**src/rtl/mmcm_phaseshift_mc.sv**
```systemverilog
// Multi-channel MMCM dynamic phase-shift controller.
// Each channel walks its MMCM phase toward a latched, clamped signed target one
// PSEN/PSDONE handshake at a time, with a per-step PSDONE timeout.
//
// Ports:
//   clk         sole clock, rising edge
//   rst         synchronous active-high reset (shared with the external MMCMs)
//   target      packed signed target per channel, [i*PHASE_WIDTH +: PHASE_WIDTH]
//   configure   one-cycle per-channel request to latch target
//   configured  channel idle and phase equals latched target
//   err         sticky per-channel PSDONE timeout flag
//   phase       packed signed current applied phase per channel
//   ps_en       one-cycle MMCM PSEN pulse per channel
//   ps_inc_dec  MMCM PSINCDEC per channel (1 = increment)
//   ps_done     MMCM PSDONE per channel
module mmcm_phaseshift_mc #(
    parameter int unsigned N_CH        = 2,
    parameter int unsigned PHASE_WIDTH = 32,
    parameter int unsigned MAX_PHASE   = 280,
    parameter int unsigned TIMEOUT_CYC = 1023
) (
    input  logic                          clk,
    input  logic                          rst,
    input  logic [N_CH*PHASE_WIDTH-1:0]   target,
    input  logic [N_CH-1:0]               configure,
    output logic [N_CH-1:0]               configured,
    output logic [N_CH-1:0]               err,
    output logic [N_CH*PHASE_WIDTH-1:0]   phase,
    output logic [N_CH-1:0]               ps_en,
    output logic [N_CH-1:0]               ps_inc_dec,
    input  logic [N_CH-1:0]               ps_done
);

    localparam int unsigned CNT_W = (TIMEOUT_CYC < 2) ? 1 : $clog2(TIMEOUT_CYC + 1);
    localparam logic [CNT_W-1:0] CNT_LAST = CNT_W'(TIMEOUT_CYC - 1);
    localparam logic [CNT_W-1:0] CNT_ONE  = CNT_W'(1);

    localparam logic signed [PHASE_WIDTH-1:0] MAX_S = PHASE_WIDTH'(MAX_PHASE);
    localparam logic signed [PHASE_WIDTH-1:0] MIN_S = -MAX_S;
    localparam logic signed [PHASE_WIDTH-1:0] ONE_S = PHASE_WIDTH'(1);

    typedef enum logic [1:0] {
        S_IDLE = 2'd0,
        S_STEP = 2'd1,
        S_WAIT = 2'd2
    } state_t;

    for (genvar i = 0; i < int'(N_CH); i++) begin : g_ch
        state_t                        state_q, state_d;
        logic signed [PHASE_WIDTH-1:0] phase_q, phase_d;
        logic signed [PHASE_WIDTH-1:0] tgt_q, tgt_d;
        logic signed [PHASE_WIDTH-1:0] tgt_in, tgt_clamped;
        logic [CNT_W-1:0]              cnt_q, cnt_d;
        logic                          en_q, en_d;
        logic                          dir_q, dir_d;
        logic                          err_q, err_d;
        logic                          cfg_q, cfg_d;

        assign tgt_in = $signed(target[i*PHASE_WIDTH +: PHASE_WIDTH]);

        // Signed clamp of the requested target to the aliasing-safe range
        always_comb begin
            tgt_clamped = tgt_in;
            if (tgt_in > MAX_S) begin
                tgt_clamped = MAX_S;
            end else if (tgt_in < MIN_S) begin
                tgt_clamped = MIN_S;
            end
        end

        // Next-state and next-output logic
        always_comb begin
            state_d = state_q;
            phase_d = phase_q;
            tgt_d   = tgt_q;
            cnt_d   = cnt_q;
            en_d    = 1'b0;
            dir_d   = dir_q;
            err_d   = err_q;

            // Retarget takes effect at once; an in-flight step keeps its direction
            if (configure[i]) begin
                tgt_d = tgt_clamped;
                err_d = 1'b0;
            end

            unique case (state_q)
                S_IDLE: begin
                    if (configure[i] && (tgt_clamped != phase_q)) begin
                        state_d = S_STEP;
                        en_d    = 1'b1;
                        dir_d   = (tgt_clamped > phase_q);
                        cnt_d   = '0;
                    end
                end
                S_STEP: begin
                    state_d = S_WAIT;
                    cnt_d   = cnt_q + CNT_ONE;
                end
                S_WAIT: begin
                    if (ps_done[i]) begin
                        phase_d = dir_q ? (phase_q + ONE_S) : (phase_q - ONE_S);
                        if (phase_d != tgt_d) begin
                            state_d = S_STEP;
                            en_d    = 1'b1;
                            dir_d   = (tgt_d > phase_d);
                            cnt_d   = '0;
                        end else begin
                            state_d = S_IDLE;
                        end
                    end else if (cnt_q == CNT_LAST) begin
                        // Abandon the step: phase stays put, flag stays until reconfigured
                        state_d = S_IDLE;
                        err_d   = 1'b1;
                        cnt_d   = '0;
                    end else begin
                        cnt_d = cnt_q + CNT_ONE;
                    end
                end
                default: begin
                    state_d = S_IDLE;
                end
            endcase

            // A configure always forces one low cycle, even when no step is needed
            cfg_d = (state_d == S_IDLE) && (phase_d == tgt_d) && !err_d && !configure[i];
        end

        // State and output registers
        always_ff @(posedge clk) begin
            if (rst) begin
                state_q <= S_IDLE;
                phase_q <= '0;
                tgt_q   <= '0;
                cnt_q   <= '0;
                en_q    <= 1'b0;
                dir_q   <= 1'b0;
                err_q   <= 1'b0;
                cfg_q   <= 1'b1;
            end else begin
                state_q <= state_d;
                phase_q <= phase_d;
                tgt_q   <= tgt_d;
                cnt_q   <= cnt_d;
                en_q    <= en_d;
                dir_q   <= dir_d;
                err_q   <= err_d;
                cfg_q   <= cfg_d;
            end
        end

        assign configured[i]                             = cfg_q;
        assign err[i]                                    = err_q;
        assign ps_en[i]                                  = en_q;
        assign ps_inc_dec[i]                             = dir_q;
        assign phase[i*PHASE_WIDTH +: PHASE_WIDTH]       = phase_q;
    end

endmodule

```
**config.mk**
```make
export PLATFORM = sky130hd
export DESIGN_NAME = mmcm_phaseshift_mc
export DESIGN_NICKNAME = d
export VERILOG_FILES = /design/src/rtl/mmcm_phaseshift_mc.sv
export SDC_FILE = /design/constraint.sdc
export NUM_CORES = 1
export LEC_CHECK = 0
export CORE_UTILIZATION = 32
export CTS_CLUSTER_DIAMETER = 150
export CTS_CLUSTER_SIZE = 28
export DETAILED_ROUTE_END_ITERATION = 12
export GPL_ROUTABILITY_DRIVEN = 0
export MAX_ROUTING_LAYER = met4
export SYNTH_ARGS = -nofsm -noshare
export SYNTH_HDL_FRONTEND = slang
export SYNTH_SLANG_ARGS = --single-unit
```
**constraint.sdc**
```tcl
create_clock -name clk -period 8.4 [get_ports clk]
set_input_delay 1.68 -clock clk [delete_from_list [all_inputs] [get_ports clk]]
set_output_delay 1.68 -clock clk [all_outputs]
set_load 0.01 [all_outputs]
```
---- Word level (Yosys, flattened, before mapping) ----
Index checks and enable logic that the tools add are counted.
operators by class
  equality and inequality tests ........... 20
  $lt $le $gt $ge ......................... 8
  $add $sub $neg .......................... 6
  multiplexer cells ....................... 56
  reduce and logical (&&, ||, !) cells .... 24
operators with widths
  operator                                                                        number
  32-bit two-way mux                                                              12
  32-bit > comparator                                                             4
  32-bit inequality test                                                          4
  10-bit two-way mux                                                              8
  32-bit by 2-bit adder with 32-bit output, second input constant                 2
  32-bit equality test                                                            2
  32-bit by 10-bit > comparator with 1-bit output, second input constant          2
  32-bit by 10-bit less-than comparator with 1-bit output, second input constant  2
  32-bit by 2-bit subtractor with 32-bit output, second input constant            2
  10-bit case mux with 3 select lines                                             2
  1-bit two-way mux                                                               22
  10-bit by 1-bit adder with 10-bit output, second input constant                 2
  10-bit equality test, second input constant                                     2
  2-bit two-way mux                                                               6
  2-bit inequality test, second input constant                                    6
  2-bit case mux with 3 select lines                                              2
  1-bit logical AND                                                               8
  2-bit zero test                                                                 4
  1-bit case mux with 2 select lines                                              4
  4-bit AND reduction                                                             2
  3-bit inequality test, second input constant                                    2
  3-bit AND reduction                                                             2
  3-bit nonzero test                                                              2
  2-bit by 1-bit equality test with 1-bit output, second input constant           2
  other kinds (3)                                                                 8
word-level totals
  bits of input ports ..................... 70
  output and inout bits ................... 72
  word-level logic and storage cells ...... 130
  bits in registers ....................... 160

---- Depth between registers and ports, before layout ----
Gate-level depths: netlist of the first run.
  depth in word-level cells ............... 12
  depth in mapped cells ................... 22
  gate-level depth less buffers ........... 21

---- Worst setup path after synthesis of the first run ----
OpenSTA, ideal clock, no wires.
  path kind ............................... in2reg
  start ................................... input port target[61]
  end ..................................... register g_ch[1].cfg_q
  setup slack ............................. 2.549 ns
  library setup time ...................... 0.101 ns
  data arrival time ....................... 5.750 ns
  required time ........................... 8.299 ns
  buffers on the path ..................... 2
  stages on the path ...................... 21
  cells stage by stage .................... nand4_1 or4_1 nor3_1 o21ai_0 ha_1 clkbuf_1 clkbuf_1 nor2_1 and2_1 mux2_2 ha_1 nand2_1 nor4_1 nand4_1 nand2_1 nand4_1 a211oi_1 nand4_1 nor4_1 nand4_1 o41ai_1
on the way
  word-level cells in the longest chain between the ends .. 12
  elaborated cells between the ends (all ways) .. 17
  classes of those cells .................. order compare: 2; eq/ne: 3; mux: 7; reduce/logical: 5
ends and longest elaborated chain
  element                                                  line  RTL
  start, declared                                          24    input logic [N_CH*PHASE_WIDTH-1:0] target,
  32-bit by 10-bit less-than comparator with 1-bit output  66    end else if (tgt_in < MIN_S) begin
  32-bit two-way mux                                       66
  32-bit two-way mux (*)                                   64    if (tgt_in > MAX_S) begin
  32-bit two-way mux (*)                                   82    if (configure[i]) begin
  via g_ch[1].tgt_d[2]                                     51    logic signed [PHASE_WIDTH-1:0] tgt_q, tgt_d;
  32-bit inequality test                                   103   if (phase_d != tgt_d) begin
  1-bit two-way mux                                        103
  2-bit two-way mux                                        101   if (ps_done[i]) begin
  2-bit case mux with 3 select lines                       87    unique case (state_q)
  2-bit zero test                                          126   cfg_d = (state_d == S_IDLE) && (phase_d == tgt_d) && !err_d && !configure[i];
  1-bit logical AND (*) (3 in a row)                       126
  end signal, assigned                                     148   cfg_q <= cfg_d;
  end, declared                                            57    logic cfg_q, cfg_d;
The timed path passes the listed nets; every way through them passes the cells marked *.
A chain may end at the register's enable or synchronous reset.

---- Worst setup path in the final report of the first run ----
  start ................................... input port target[63]
  end ..................................... register g_ch[1].cfg_q
The elaborated chain is that of the path after synthesis.

==> impl_results.md, run 1 <==
* Clock-pin slew on the worst setup and hold paths at 0.07 ns
* Final hold vios at 0
* Slew margin rel. at 17.12%
* CP Max Fanout at 21
* Clock Power Share at 19.1%
* Sequential power share at 19.1%
* Final Util at 37.83%
* Worst R2R Start: g_ch[1].dir_q$_SDFFE_PP0P_
* Pwr per Cell Area at 251.5 nW/um2
* Mean post-synth cell area at 7.529 um2
* Max Clk Rate at 135.4 MHz
* Distinct cells, synth at 94
* Net switching fraction of the power at 47.80%
* GR Util All Layers at 23.08%
* Slew Viols, Final at 0
* Min-delay src: g_ch[0].tgt_q[29]$_SDFF_PP0_
* Syn. warnings at 0
* Final Setup Violations at 0
* Die area at 50560 um2
* Vias in the first global route at 15700
* Share of cells above drive strength 1 at 5.616%
* Hold_ws at 0.4944 ns
* I/O Buffers at 141
* Drt drc at 0
* Post-synthesis sequential area ratio at 20.15%
* Clk root buf: clkbuf_16
* Clock sinks at 160
* Tightest Pin Transition at 1.243 ns
* Post_cts resized at 0
* Inserted Clock Buffers at 17
* Buffers inserted by post-CTS timing repair at 0
* Max Buffers Root-to-Sink at 2
* Worst setup EP type: flop
* Antenna cells at 0
* Rows at 81
* Initial antenna violation count at 0
* Post-synth ARST share at 0%
* Met1 Usage GRT at 28.21%
* Global route hottest layer: met2
* Largest net degree at the start of global routing at 71
* Hold Crit Class: flop to flop
* # fillers at 5071
* Power Total at 0.004657 W
* Die Wd at 224.9 um
* Met3 Use GR at 3.187%
* CP bufs+invs at 3
* CTS tree: yes
* Crit path largest cell delay at 0.67 ns
* Sequential Area at 3203 um2
* Detailed placement HPWL at 44230 um
* Initial core utilization at 32.47%
* Combinational share of power at 61.8%
* Worst VDD drop at 0.0001789 V
* Crit start category: primary input
* Netlist Area Pre-Place at 15890 um2
* Post-synth top flop: dfxtp_1
* Sw power at 0.002226 W
* Most Frequent Cell on Critical Path: nand4_1
* IO Count at 142
* Tmin final at 7.385 ns
* Status: finished clean
* Via density at 5.592
* Wirelength per Cell at 19.63 um
* Overflow after GRT at 0
* Setup TNS at 0 ns
* Clock Skews at 0.01467 ns
* Leakage at 7.846 nW
* Setup CP Type: primary input to flop
* CP max stage cell: clkdlybuf4s50_1
* Post-Syn Nets at 2384
* Router iterations before antenna repair at 5
* Syn-to-layout area delta at 16.53%
* Core area at 48950 um2
* Final ANT Viol Nets at 0
* Via count at 16060
* Die span in y at 224.9 um
* Grt met2 use at 38.13%
* Final #Nets at 2468
* Post-synth EDFFs at 0
* CP cell instances: clkdlybuf4s50_1, nand4_1, or4_1, nor3_1, o21ai_0, ha_1, buf_4, nor2_1, nor3_1, a21oi_1, inv_1, ha_1, nand4_1, nor4_1, nand4_1, nand2_1, nand4_1, a211oi_1, nand4_1, nor4_1, nand4_1, o41ai_1
* Pint at 0.002431 W
* Crit path from: target[63]
* First-pass GRT wire length at 88430 um
* Final WL at 56390 um
* Synth Instances at 2111
* Family with the most delay on the worst path: simple AND/OR/NAND/NOR gates
* Max_cap viols at 0
* Worst-skew pair later-pin latency at 0.47 ns
* RSZ-0062 raised after global routing: no
* CTS Hold Buffers Added at 0
* Tcrit/Tclk final at 87.91%
* Area of the multi-input gates at 11750 um2
* H-tree Lvls at 4
* Worst Path Required at 8.76 ns
* Crit path DAT at 7.75 ns
* DRT iter0 DRCs at 1432
* Synthesized flop and latch total at 160
-- final timing paths --
check,endpoint,slack (ns),depth (start not counted)
setup / recovery,g_ch[1].cfg_q$_SDFF_PP1_,1.02,22
hold / removal,g_ch[0].tgt_q[29]$_SDFF_PP0_,0.49,2
setup reg to reg,g_ch[1].cfg_q$_SDFF_PP1_,1.48,22
hold reg to reg,g_ch[0].tgt_q[29]$_SDFF_PP0_,0.49,2
-- layout make-up --
class	count	area share [%]
timing repair buffer	160	8.377
inverter	147	2.979
clock inverter	15	1.115
clock buffer	17	2.297
tap	664	4.486
multi-input combinational	1709	63.45
sequential	160	17.29
-- cells by family (layout without fill, tap and decap cells) --
logic type	Yosys count	after routing	synth area share, %
xor+xnor	125	125	7.054
mux	48	48	3.283
simple gates	812	812	24.52
flops	160	160	20.15
compound gates	521	521	22.91
buf+inv	242	339	6.007
fa+ha+maj	203	203	16.08
-- synthesized netlist by cell type (26+ instances only) --
cell type / instances / area, um2
nor2_1: 303 / 1137
a21o_1: 68 / 510.5
nand3_1: 46 / 230.2
clkbuf_1: 68 / 255.2
dfxtp_1: 160 / 3203
mux2_2: 33 / 371.6
o21ai_0: 75 / 375.4
xor2_1: 44 / 385.4
nand2_1: 145 / 544.3
a21oi_1: 137 / 685.7
xnor2_1: 79 / 691.9
and2_1: 41 / 256.5
inv_1: 146 / 548.0
nand4_1: 71 / 444.2
ha_1: 201 / 2515
nor3_1: 59 / 295.3
a31oi_1: 26 / 162.7
-- per-layer routing --
| metal | wire (um) | share of wire, % |
|---|---|---|
| met2 | 26520 | 47 |
| met4 | 2006 | 3.6 |
| met3 | 3272 | 5.8 |
| met1 | 24590 | 44 |
| met5 | 0 | 0 |
-- metrics by stage --
step	cells	cell area [um2]	setup WS (ns)
final	2872	18520	1.015
after global routing	2872	18520	0.5317
after CTS	2872	18520	1.080
after detailed placement	2840	17890	0.6279
after global placement	2840	17890	0.9429
after floorplan	2111	15890	2.549
-- tightest hold or removal path, delay by kind of cell, from the launching register on --
| family | cells | cell delay, ns |
|---|---|---|
| AO/OA/AOI/OAI | 1 | 0.07 |
| flip-flops | 1 | 0.31 |
| AND/OR/NAND/NOR | 1 | 0.08 |
-- power groups by stage --
stage          clock network (W)  logic (W)  registers (W)
3_3_place_gp                   0    0.00277       0.000906
5_1_grt                 0.000932    0.00317       0.000899
2_1_floorplan                  0    0.00201       0.000891
3_5_place_dp                   0    0.00281       0.000908
4_1_cts                 0.000903    0.00283       0.000891
6_report                0.000890    0.00288       0.000891
-- sequential cells by signal, summed over array words and instances (netlist names) --
signal and count:
g_ch.cfg_q 2, g_ch.cnt_q 20, g_ch.dir_q 2, g_ch.en_q 2, g_ch.err_q 2, g_ch.phase_q 64
g_ch.state_q 4, g_ch.tgt_q 64
-- cell usage in the layout, fill, tap and decap left out, types with 59 or more instances in the layout --
cell,n
nor2_1,303
ha_1,201
dfxtp_1,160
inv_1,146
nand2_1,145
clkdlybuf4s50_1,140
a21oi_1,137
xnor2_1,79
o21ai_0,75
nand4_1,71
a21o_1,68
nor3_1,59
(Power assumes the default switching activity.)
==> run 2: changes to the inputs <==
--- a/config.mk
+++ b/config.mk
@@ -5,12 +5,13 @@
 export SDC_FILE = /design/constraint.sdc
 export NUM_CORES = 1
 export LEC_CHECK = 0
-export CORE_UTILIZATION = 32
+export CORE_UTILIZATION = 50
 export CTS_CLUSTER_DIAMETER = 150
 export CTS_CLUSTER_SIZE = 28
 export DETAILED_ROUTE_END_ITERATION = 12
 export GPL_ROUTABILITY_DRIVEN = 0
 export MAX_ROUTING_LAYER = met4
+export PLACE_DENSITY = 0.71
 export SYNTH_ARGS = -nofsm -noshare
 export SYNTH_HDL_FRONTEND = slang
 export SYNTH_SLANG_ARGS = --single-unit
==> run 2 against run 1 <==
Core utilization up 21 points. Combinational power about the same. Worst setup slack better by 0.040 ns. Worst hold slack better by 0.0060 ns. Total power down 2.4%. Critical path type is now flop to flop. Largest power group unchanged. Highest routed layer unchanged.
==> impl_results.md, run 2 (synthesized netlist as in run 1, its figures left out) <==
* Via density at 6.238 (+12%)
* Final ANT Viol Nets at 0 (unchanged)
* Tmin final at 7.345 ns (-0.03997 ns)
* DRT iter0 DRCs at 1638 (+14%)
* Hold Crit Class: flop to flop
* Critical Path Stages at 22 (unchanged)
* H-tree Lvls at 4 (unchanged)
* # fillers at 2875 (-43%)
* Tightest Pin Transition at 1.249 ns (+0.006095 ns)
* CTS Hold Buffers Added at 0 (unchanged)
* Pre-CTS setup slack at 0.8604 ns (+0.2326 ns)
* Most Frequent Cell on Critical Path: nand4_1
* Commonest non-fill, non-tap cell in the layout: nor2_1
* Setup CP Type: flop to flop
* Crit path DAT at 7.69 ns (-0.06 ns)
* Worst-skew pair later-pin latency at 0.45 ns (-0.02 ns)
* Final #Nets at 2470 (+0.081%)
* Antenna cells at 0 (unchanged)
* Detailed placement HPWL at 40960 um (-7.4%)
* First-pass GRT wire length at 82270 um (-7.0%)
* Final hold vios at 0 (unchanged)
* Initial antenna violation count at 0 (unchanged)
* Most frequent cells in the layout: nor2_1 (303), ha_1 (201), dfxtp_1 (160)
* R2R setup slack at 1.06 ns (-0.42 ns)
* Rows at 64 (-21%)
* Wirelength per Cell at 20.03 um (+2.0%)
* Final WL at 52200 um (-7.4%)
* CTS tree: yes
* Via count at 16260 (+1.2%)
* Critical path endpoint: g_ch[1].cfg_q$_SDFF_PP1_
* CP cell instances: inv_1, ha_1, o211ai_1, a211oi_1, a2111oi_2, buf_4, or4_1, and2_1, o21ai_1, a311oi_1, xor2_1, ha_1, nand4_1, nor4_1, nand4_1, nand2_1, nand4_1, a211oi_1, nand4_1, nor4_1, nand4_1, o41ai_1
* Family with the most delay on the worst path: compound AO/OA/AOI/OAI gates
* Slew margin rel. at 14.56% (-2.6 points)
* Router iterations before antenna repair at 6 (+1)
* Setup TNS at 0 ns (unchanged)
* Clock sinks at 160 (unchanged)
* Max_cap viols at 0 (unchanged)
* Clock-pin slew on the worst setup and hold paths at 0.07 ns (about the same)
* Hold_ws at 0.5004 ns (+0.005972 ns)
* Die span in y at 180.3 um (-20%)
* Initial core utilization at 51.42% (+19 points)
* Worst R2R Start: g_ch[1].dir_q$_SDFFE_PP0P_
* Largest net degree at the start of global routing at 79 (+11%)
* Inserted Clock Buffers at 17 (unchanged)
* Vias in the first global route at 15280 (-2.7%)
* Clock Skews at 0.01236 ns (-0.002310 ns)
* R2R cell count at 22 (unchanged)
* Slew Viols, Final at 0 (unchanged)
* Buffers inserted by post-CTS timing repair at 0 (unchanged)
* Largest regs: g_ch.phase_q x64, g_ch.tgt_q x64, g_ch.cnt_q x20
* Worst VDD drop at 0.0001858 V (+3.9%)
* Max Buffers Root-to-Sink at 2 (unchanged)
* CP bufs+invs at 2 (-1)
* Final Non-Filler Cells at 2606 (-9.3%)
* Reg-to-reg endpoint: g_ch[1].cfg_q$_SDFF_PP1_
* GR Util All Layers at 32.71% (+9.6 points)
* Core area at 30910 um2 (-37%)
* Die area at 32500 um2 (-36%)
* Max Clk Rate at 136.2 MHz (+0.54%)
* Final Util at 58.68% (+21 points)
* CP Max Fanout at 22 (+4.8%)
* Cells after DPL at 2574 (-9.4%)
* Drt drc at 0 (unchanged)
* Leakage at 7.825 nW (-0.27%)
* Syn-to-layout area delta at 14.12%
* Status: finished clean
* Overflow after GRT at 0 (unchanged)
* IO Count at 142 (unchanged)
* Share of cells above drive strength 1 at 5.701% (+0.085 points)
* Crit path largest cell delay at 0.85 ns (+0.18 ns)
* Tcrit/Tclk final at 87.44% (-0.48 points)
* Crit path from: g_ch[1].dir_q$_SDFFE_PP0P_
* Worst setup margin at 1.055 ns (+0.03997 ns)
* I/O Buffers at 141 (unchanged)
* CP max stage cell: inv_1
* Worst setup EP type: flop
* Die Wd at 180.3 um (-20%)
* Worst Path Required at 8.75 ns (about the same)
* Final Setup Violations at 0 (unchanged)
* Crit start category: flop
* Clk root buf: clkbuf_16
* Post_cts resized at 0 (unchanged)
* RSZ-0062 raised after global routing: no
* Pwr per Cell Area at 250.7 nW/um2 (-0.29%)
run 2: changes by cell type in the layout (fill, tap and decap cells not counted), sizes merged:
cell      before  now
clkinv         6    3
buf           20   22
inv          150  156
clkinvlp       2    3
bufinv         4    0
run 2: report_power, final:
part | internal [W] | switching [W] | total (W)
clock | 0.000395 | 0.000390 | 0.000785
sequential | 0.000819 | 0.0000627 | 0.000881
combinational | 0.00112 | 0.00177 | 0.00288
total | 0.00233 | 0.00222 | 0.00455
run 2: area by class of cell:
| type | count | area [um2] | share of cell area (%) |
|---|---|---|---|
| clock inverters | 15 | 143.9 | 0.7933 |
| repair buffers | 162 | 1567 | 8.637 |
| flip-flops and latches | 160 | 3203 | 17.66 |
| clock buffers | 17 | 425.4 | 2.345 |
| well taps | 396 | 495.5 | 2.732 |
| multi-input cells | 1709 | 11750 | 64.79 |
| inverters | 147 | 551.8 | 3.042 |
run 2: worst reg2reg max path: cells and delay by family, from the launching register on:
kind / cells / cell delay [ns]
simple gates: 10 / 2.29
fa+ha+maj: 2 / 0.89
xor+xnor: 1 / 0.20
flops: 1 / 0.35
buf+inv: 2 / 1.06
compound gates: 7 / 2.48
run 2: how the worst min path moves through the flow:
| stage | end | start | cells after the start |
|---|---|---|---|
| final | g_ch[0].tgt_q[30]$_SDFF_PP0_ | g_ch[0].tgt_q[30]$_SDFF_PP0_ | 2 |
| after global routing | g_ch[0].tgt_q[30]$_SDFF_PP0_ | g_ch[0].tgt_q[30]$_SDFF_PP0_ | 2 |
| after CTS | g_ch[1].tgt_q[23]$_SDFF_PP0_ | g_ch[1].tgt_q[23]$_SDFF_PP0_ | 2 |
| after detailed placement | g_ch[1].tgt_q[23]$_SDFF_PP0_ | g_ch[1].tgt_q[23]$_SDFF_PP0_ | 2 |
| after global placement | g_ch[1].tgt_q[23]$_SDFF_PP0_ | g_ch[1].tgt_q[23]$_SDFF_PP0_ | 2 |
| after floorplan | g_ch[0].tgt_q[29]$_SDFF_PP0_ | g_ch[0].tgt_q[29]$_SDFF_PP0_ | 2 |
run 2: stage by stage:
step	power [W]	cell area (um2)
global route	0.004862	18140
global placement	0.003652	17570
finish	0.004548	18140
CTS	0.004496	18140
floorplan	0.002899	15890
detailed placement	0.003700	17570
run 2: metal layers:
metal / wire length (um) / GRT usage, % / vias to the layer above
met5: 0 / - / -
li1: - / - / 7783
met2: 24550 / 53.78 / 698
met4: 2357 / 15.45 / 0
met1: 21880 / 40.23 / 7637
met3: 3412 / 3.234 / 137
